### src/rtl/mips_pkg.sv
// Types and constants shared by the multicycle MIPS datapath blocks.
package mips_pkg;

    typedef enum logic [1:0] {
        PC_ALU    = 2'b00,
        PC_ALUOUT = 2'b01,
        PC_JUMP   = 2'b10,
        PC_HOLD   = 2'b11
    } pcsrc_t;

    typedef enum logic [1:0] {
        IDLE  = 2'd0,
        WAIT  = 2'd1,
        ERROR = 2'd2
    } fetch_state_t;

    localparam int OP_MSB = 31;

endpackage

### src/rtl/pc_next_mux.sv
// Next-PC select and PC write-enable for the fetch stage.
module pc_next_mux
    import mips_pkg::*;
(
    input  pcsrc_t      pcsrc,
    input  logic [31:0] pc,
    input  logic [25:0] jump_index,
    input  logic [31:0] aluresult,
    input  logic [31:0] aluout,
    input  logic        pcwrite,
    input  logic        branch,
    input  logic        zero,
    input  logic        stall,
    output logic [31:0] pc_next,
    output logic        pcen
);

    always_comb begin
        pc_next = pc;
        case (pcsrc)
            PC_ALU:    pc_next = aluresult;
            PC_ALUOUT: pc_next = aluout;
            PC_JUMP:   pc_next = {pc[31:28], jump_index, 2'b00};
            PC_HOLD:   pc_next = pc;
            default:   pc_next = pc;
        endcase
    end

    // A stalled decoder repeats its strobes, so the PC must not move until the access ends.
    assign pcen = (pcwrite | (branch & zero)) & ~stall;

endmodule

### src/rtl/mem_fetch_unit.sv
// PC, IR and MDR registers plus the unified-memory port with wait and timeout handling.
module mem_fetch_unit
    import mips_pkg::*;
#(
    parameter logic [31:0] RESET_PC = 32'h0000_0000,
    parameter int unsigned TIMEOUT  = 16
)
(
    input  logic        clk,
    input  logic        reset,
    input  logic        IorD,
    input  logic        IRwrite,
    input  logic        memwrite,
    input  logic        pcwrite,
    input  logic        branch,
    input  logic [1:0]  pcsrc,
    input  logic        zero,
    input  logic [31:0] aluresult,
    input  logic [31:0] aluout,
    input  logic [31:0] wdata,
    input  logic [31:0] mem_rdata,
    input  logic        mem_ready,
    output logic [31:0] mem_addr,
    output logic        mem_req,
    output logic        mem_we,
    output logic [31:0] mem_wdata,
    output logic [31:0] pc,
    output logic [31:0] instr,
    output logic [31:0] mdr,
    output logic [5:0]  op,
    output logic        stall,
    output logic        bus_error,
    output logic [1:0]  state_dbg
);

    localparam logic [7:0] TIMEOUT_CNT = 8'(TIMEOUT);

    fetch_state_t state_q, state_d;
    logic [7:0]   wcnt_q, wcnt_d;
    logic [31:0]  pc_q, pc_d;
    logic [31:0]  instr_q, instr_d;
    logic [31:0]  mdr_q, mdr_d;
    logic         bus_error_q, bus_error_d;
    logic         acc;
    logic         complete;
    logic         pcen;
    logic [31:0]  pc_next;

    assign acc = IRwrite | IorD | memwrite;

    // Handshake: an access is offered while mem_req is high and finishes on the
    // first rising edge where mem_ready is also high; address, write enable and
    // write data stay stable from the first request cycle until that edge.
    always_comb begin
        state_d     = state_q;
        wcnt_d      = wcnt_q;
        bus_error_d = bus_error_q;
        mem_req     = 1'b0;
        case (state_q)
            IDLE: begin
                mem_req = acc;
                if (acc && !mem_ready) begin
                    state_d = WAIT;
                    wcnt_d  = 8'd1;
                end
            end
            WAIT: begin
                mem_req = 1'b1;
                if (mem_ready) begin
                    state_d = IDLE;
                    wcnt_d  = 8'd0;
                end else if (wcnt_q == TIMEOUT_CNT) begin
                    state_d     = ERROR;
                    bus_error_d = 1'b1;
                end else begin
                    wcnt_d = wcnt_q + 8'd1;
                end
            end
            ERROR: mem_req = 1'b0;
            default: state_d = IDLE;
        endcase
    end

    assign stall    = (mem_req & ~mem_ready) | (state_q == ERROR);
    assign complete = mem_req & mem_ready;

    pc_next_mux u_pc_next_mux (
        .pcsrc      (pcsrc_t'(pcsrc)),
        .pc         (pc_q),
        .jump_index (instr_q[25:0]),
        .aluresult  (aluresult),
        .aluout     (aluout),
        .pcwrite    (pcwrite),
        .branch     (branch),
        .zero       (zero),
        .stall      (stall),
        .pc_next    (pc_next),
        .pcen       (pcen)
    );

    always_comb begin
        pc_d    = pcen ? pc_next : pc_q;
        instr_d = instr_q;
        mdr_d   = mdr_q;
        // IRwrite takes priority so an IorD+IRwrite collision still loads IR.
        if (complete && IRwrite) begin
            instr_d = mem_rdata;
        end else if (complete && IorD && !memwrite) begin
            mdr_d = mem_rdata;
        end
    end

    always_ff @(posedge clk or posedge reset) begin
        if (reset) begin
            state_q     <= IDLE;
            wcnt_q      <= 8'd0;
            pc_q        <= RESET_PC;
            instr_q     <= 32'd0;
            mdr_q       <= 32'd0;
            bus_error_q <= 1'b0;
        end else begin
            state_q     <= state_d;
            wcnt_q      <= wcnt_d;
            pc_q        <= pc_d;
            instr_q     <= instr_d;
            mdr_q       <= mdr_d;
            bus_error_q <= bus_error_d;
        end
    end

    assign mem_addr  = IorD ? aluout : pc_q;
    assign mem_we    = memwrite;
    assign mem_wdata = wdata;
    assign pc        = pc_q;
    assign instr     = instr_q;
    assign mdr       = mdr_q;
    assign op        = instr_q[OP_MSB -: 6];
    assign bus_error = bus_error_q;
    assign state_dbg = state_q;

endmodule

### config.mk
export PLATFORM = sky130hd
export DESIGN_NAME = mem_fetch_unit
export DESIGN_NICKNAME = d
export VERILOG_FILES = /design/src/rtl/mips_pkg.sv /design/src/rtl/pc_next_mux.sv /design/src/rtl/mem_fetch_unit.sv
export SDC_FILE = /design/constraint.sdc
export NUM_CORES = 1
export LEC_CHECK = 0
export CORE_MARGIN = 2
export CORE_UTILIZATION = 36
export CTS_CLUSTER_SIZE = 16
export DETAILED_ROUTE_END_ITERATION = 16
export GPL_TIMING_DRIVEN = 1
export PLACE_DENSITY = 0.89
export REMOVE_ABC_BUFFERS = 1
export SLEW_MARGIN = 20
export SYNTH_ARGS = -nofsm -noshare
export SYNTH_HDL_FRONTEND = slang
export SYNTH_HIERARCHICAL = 1
export SYNTH_SLANG_ARGS = --single-unit
### constraint.sdc
create_clock -name clk -period 3.3 [get_ports clk]
set_clock_uncertainty 0.1 [all_clocks]
set_input_delay 0.33 -clock clk [delete_from_list [all_inputs] [get_ports clk]]
set_output_delay 0.33 -clock clk [all_outputs]
set_load 0.01 [all_outputs]
# After elaboration in Yosys (flattened, before gate mapping)
# Index checks and enable logic that the tools add are counted.
[totals]
ff_bits = 107
word_cells = 57
in_bits = 139
output_inout_bits = 172
[classes]
n_eq_ne = 9
muxes = 11
bitwise = 14
n_addsub = 1
n_reduce_logical = 15
[ops]
columns = ["operator", "count"]
rows = [
  ["case mux 32 bit (3 select lines)", 1],
  ["2-to-1 mux 32 bit", 1],
  ["2-to-1 mux 8 bit", 3],
  ["case mux 8 bit (2 select lines)", 1],
  ["AND reduction 3 bit", 4],
  ["adder 8 x 1 -> 8 bit (second input constant)", 1],
  ["== test 8 x 5 -> 1 bit (second input constant)", 1],
  ["== test 2 bit (second input constant)", 3],
  ["2-to-1 mux 2 bit", 3],
  ["!= test 3 bit (second input constant)", 2],
  ["NOT 1 bit", 6],
  ["case mux 2 bit (3 select lines)", 1],
  ["bitwise AND 1 bit", 4],
  ["== test 2 x 1 -> 1 bit (second input constant)", 2],
  ["logical AND 1 bit", 4],
  ["zero test 2 bit", 2],
  ["OR 1 bit", 4],
  ["AND reduction 2 bit", 2],
  ["zero test 1 bit", 2],
  ["!= test 2 bit (second input constant)", 1],
  ["case mux 1 bit (2 select lines)", 1],
  ["nonzero test 2 bit", 1],
]

# Longest topological paths before layout
[depth]
depth_word = 8
mapped_depth = 8
depth_no_buf = 6

# By module
# Netlist, hierarchy kept.
[by_module_without_submodules]
columns = ["mod", "seq_area_each_um2", "cells_each", "area_each_um2", "instances"]
rows = [
  ["mem_fetch_unit", 2677.6, 346, 4849.7, 1],
  ["pc_next_mux", 0.0, 53, 799.5, 1],
]

# Least setup slack after synthesis
# OpenSTA, ideal clock, no wires.
[synth_timing]
path_type = "register -> register"
start = "register state_q[0], in the netlist state_dbg[0]"
end = "register pc_q[6], in the netlist pc[6]"
arrival_time_ps = 2186
setup_slack_ps = 889
setup_ps = 125
required_time_ps = 3075
period_less_slack_ps = 2411
n_path_buf = 2
path_stages_with_launch = 8
cell_sequence = "dfrtp_1 > nor4_4 > or2_4 > o22ai_1 > nor2_1 > clkbuf_1 > buf_1 > mux2_2"
[synth_via]
elab_chain_cells = 7
word_cells_on_any_way = 9
cone_classes = "2 x eq/ne; 1 x mux; 4 x bitwise; 2 x reduce/logical"
[synth_lines]
columns = ["item", "line", "source"]
rows = [
  ["start, declared", "mem_fetch_unit.sv:38", "fetch_state_t state_q, state_d;"],
  ["start signal, assigned", "mem_fetch_unit.sv:122", "state_q <= state_d;"],
  ["== test 2 x 1 -> 1 bit or zero test 2 bit (tied branches)", "mem_fetch_unit.sv:59", "case (state_q)"],
  ["case mux 1 bit (2 select lines)", "mem_fetch_unit.sv:59", ""],
  ["bitwise AND 1 bit", "mem_fetch_unit.sv:84", "assign stall = (mem_req & ~mem_ready) | (state_q == ERROR);"],
  ["OR 1 bit *", "mem_fetch_unit.sv:84", ""],
  ["named net stall", "mem_fetch_unit.sv:31", "output logic stall,"],
  ["NOT 1 bit *", "pc_next_mux.sv:30", "assign pcen = (pcwrite | (branch & zero)) & ~stall;"],
  ["bitwise AND 1 bit *", "pc_next_mux.sv:30", ""],
  ["named net pcen", "mem_fetch_unit.sv:46", "logic pcen;"],
  ["AND reduction 2 bit (no source line) *", "--", ""],
  ["end signal, assigned", "mem_fetch_unit.sv:124", "pc_q <= pc_d;"],
  ["end, declared", "mem_fetch_unit.sv:40", "logic [31:0] pc_q, pc_d;"],
]
# The timed path passes the listed nets; every way through them passes the cells marked *.
# A chain may end at the register's enable or synchronous reset.

# Worst setup path in the final report
[layout_timing]
start = "register state_q[0], in the netlist state_dbg[0]"
end = "output port stall"
[layout_via]
elab_chain_cells = 4
word_cells_on_any_way = 6
cone_classes = "2 x eq/ne; 1 x mux; 2 x bitwise; 1 x reduce/logical"
[layout_lines]
columns = ["item", "line"]
rows = [
  ["== test 2 x 1 -> 1 bit or zero test 2 bit (tied branches)", "mem_fetch_unit.sv:59"],
  ["case mux 1 bit (2 select lines)", "mem_fetch_unit.sv:59"],
  ["bitwise AND 1 bit", "mem_fetch_unit.sv:84"],
  ["OR 1 bit *", "mem_fetch_unit.sv:84"],
  ["end, declared", "mem_fetch_unit.sv:31"],
]
# Every way passes the cells marked *; elsewhere a longest branch is shown, timed or not.

==> run metrics <==
Die W=129.3 um; crit path max fanout=9; post-CTS setup buffer count=0; Netlist Area Pre-Place=5649 um2; CTS tree=built; setup TNS=0 ps; dpl hpwl=12.81 mm; FP Rows=45; Setup violations, final=0; commonest non-fill, non-tap cell in the layout=clkdlybuf4s50_1; CTS sink count=107; initial DRC count=162; register area share after synthesis=0.4740; WP depth=4; synthesized instance count=399; post-CTS sizing=0; Nets=744; total number of vias=4170; reg2reg path depth=6; Reg clk slew, reported paths=70 ps; pin count of the biggest net entering global routing=57; drt pass-1 iters=4; period utilization=0.7866; Total GRT Usage=0.1996; slowest CP cell=clkdlybuf4s50_1; Ys Warns=6; RSZ-0062 raised after global routing=no; kind of critical path=reg2out; # IOs=311; setup slack, reg-to-reg=900 ps; power density cells=554.9 nW/um2; Max-Cap Viols=0; RePlAce Congestion=0.7859; CP Data Required Time=2870 ps; Critical Path Sink=stall; Clock Tree Root=clkbuf_16; Core Region=15260 um2; reg2reg start=state_dbg[0]$_DFFE_PP0P_; crit path launch=state_dbg[0]$_DFFE_PP0P_; CP cell instances=nor4_4, or2_4, o22ai_1, clkdlybuf4s50_1; total grt overflow=0; Post-synth EDFFs=0; WL per Instance=20.40 um; proportion of layout cells with a drive suffix above 1=0.1464; Syn Area/Cell=14.16 um2; Final Hold Viols=0; Async S/R FF share, synth=1.000; design area=8364 um2; vias per cell=5.092; vias in the first global route=4526; Synth Flop Type=dfrtp_1; die footprint=16710 um2; crit-path leading delay family=buffers and inverters; Worst Hold Class=in2async; detailed-route wire length=16.71 mm; outcome=complete, no violations; Peak VDD IR=0.2679 mV; Final Max Slew Viols=0; WP data arrival=2170 ps; Max Clk Rate=385.2 MHz; initial antenna violation count=0; first-pass GRT wire length=24.98 mm; Synth cell types=41; CTS Buf Count=9; CTS HTree Levels=3; Port Buffers=246; Crit path largest cell delay=620 ps; transition time of the tightest slew-check pin=658.7 ps; n_diodes=0; Static Leakage=3.344 nW; Area growth syn-to-layout=48.06%; Seq cells post-synth=107; initial core utilization=0.3702; crit path capture type=primary output; Die Y=129.3 um; Final min period=2596 ps; worst skew pair latency=340 ps; post-detailed-route count of antenna-violating nets=0; cts hold-fix bufs=0; Setup crit start kind=register; most frequent cells in the layout=clkdlybuf4s50_1 (243), dfrtp_1 (107), mux2_1 (102), mux2_2 (28), mux4_2 (25); Placement Cell Area=8026 um2; DR DRC count=0; Slew headroom=0.5608; clk buf depth=2; R2R Path End=pc[6]$_DFFE_PP0P_; worst path bufs/invs=1
-- cell type report --
cell class                 instances  area (um2)
fill                            1247        6894
timing repair buffer             254        2532
clock buffer                      11       252.7
sequential                       107        2678
tap                              211       264.0
clock inverter                     5       85.08
inverter                           6       25.02
multi-input combinational        225        2527
-- worst min path at each step --
stage | from | endpoint | slack [ps] | cells after the start
after global placement | bus_error$_DFFE_PP0P_ | bus_error$_DFFE_PP0P_ | 350 | 1
after detailed placement | bus_error$_DFFE_PP0P_ | bus_error$_DFFE_PP0P_ | 360 | 1
after global routing | reset | mdr[30]$_DFFE_PP0P_ | 390 | 2
final | reset | mdr[27]$_DFFE_PP0P_ | 330 | 2
after CTS | reset | mdr[30]$_DFFE_PP0P_ | 350 | 2
after floorplan | mem_ready | state_dbg[0]$_DFFE_PP0P_ | 300 | 1
-- routing by layer --
layer | up-vias | track usage | routed length, um
met2 | 236 | 0.3310 | 8057
met4 | 2 | 0.05499 | 216
li1 | 1836 | - | -
met3 | 21 | 0.08175 | 1796
met1 | 2075 | 0.2373 | 6552
met5 | - | 0.04412 | 83
-- stage by stage --
step           hold slack [ps]  utilization  cells  total power [mW]  worst slack (ps)
2_1_floorplan            296.8            -    338             2.422             41.60
3_3_place_gp             351.7       0.5260    803             3.427             663.0
3_5_place_dp             356.1       0.5260    803             3.490             583.3
4_1_cts                  352.0       0.5482    819             4.701             686.4
5_1_grt                  388.4       0.5482    819             4.865             608.3
6_report                 334.5       0.5482    819             4.642             704.1
-- logic make-up (layout without fill, tap and decap cells) --
family | after synthesis | after routing | share of synthesized area
fa+ha+maj | 2 | 2 | 0.004429
mux | 160 | 160 | 0.3705
flops | 107 | 107 | 0.4740
buf+inv | 67 | 276 | 0.08128
xor+xnor | 3 | 3 | 0.004652
simple gates | 38 | 38 | 0.04009
compound gates | 22 | 22 | 0.02503
-- cell usage after synthesis, types with 2 or more instances --
library cell  instances  share of area
nand2_1              11         0.0073
o21ai_0               5         0.0044
inv_1                 5         0.0033
buf_1                 6         0.0040
nor2_1                9         0.0060
xnor2_1               3         0.0047
nand2b_1              2         0.0022
dfrtp_1             107           0.47
nor4_4                2         0.0075
buf_12                2         0.0071
mux4_2               25           0.10
mux2_2               28          0.056
nor4_1                3         0.0033
o22ai_1               2         0.0022
a21oi_1               3         0.0027
buf_2                11         0.0097
mux2i_1               4         0.0071
a22o_1                2         0.0031
mux2_1              102           0.20
o21ai_1               5         0.0044
ha_1                  2         0.0044
buf_4                39          0.052
buf_6                 2         0.0040
nand4_1               2         0.0022
-- registers in the layout, summed over array words and instances, names as in the netlist --
signal     flops
bus_error      1
pc            32
mdr           32
wcnt_q         8
instr         32
state_dbg      2
-- power breakdown --
group / switching [mW] / internal [mW] / total [mW]
Combinational: 0.589 / 1.04 / 1.63
Clock: 0.477 / 0.709 / 1.19
Sequential: 0.232 / 1.59 / 1.82
Power figures use the tool's default switching activity.
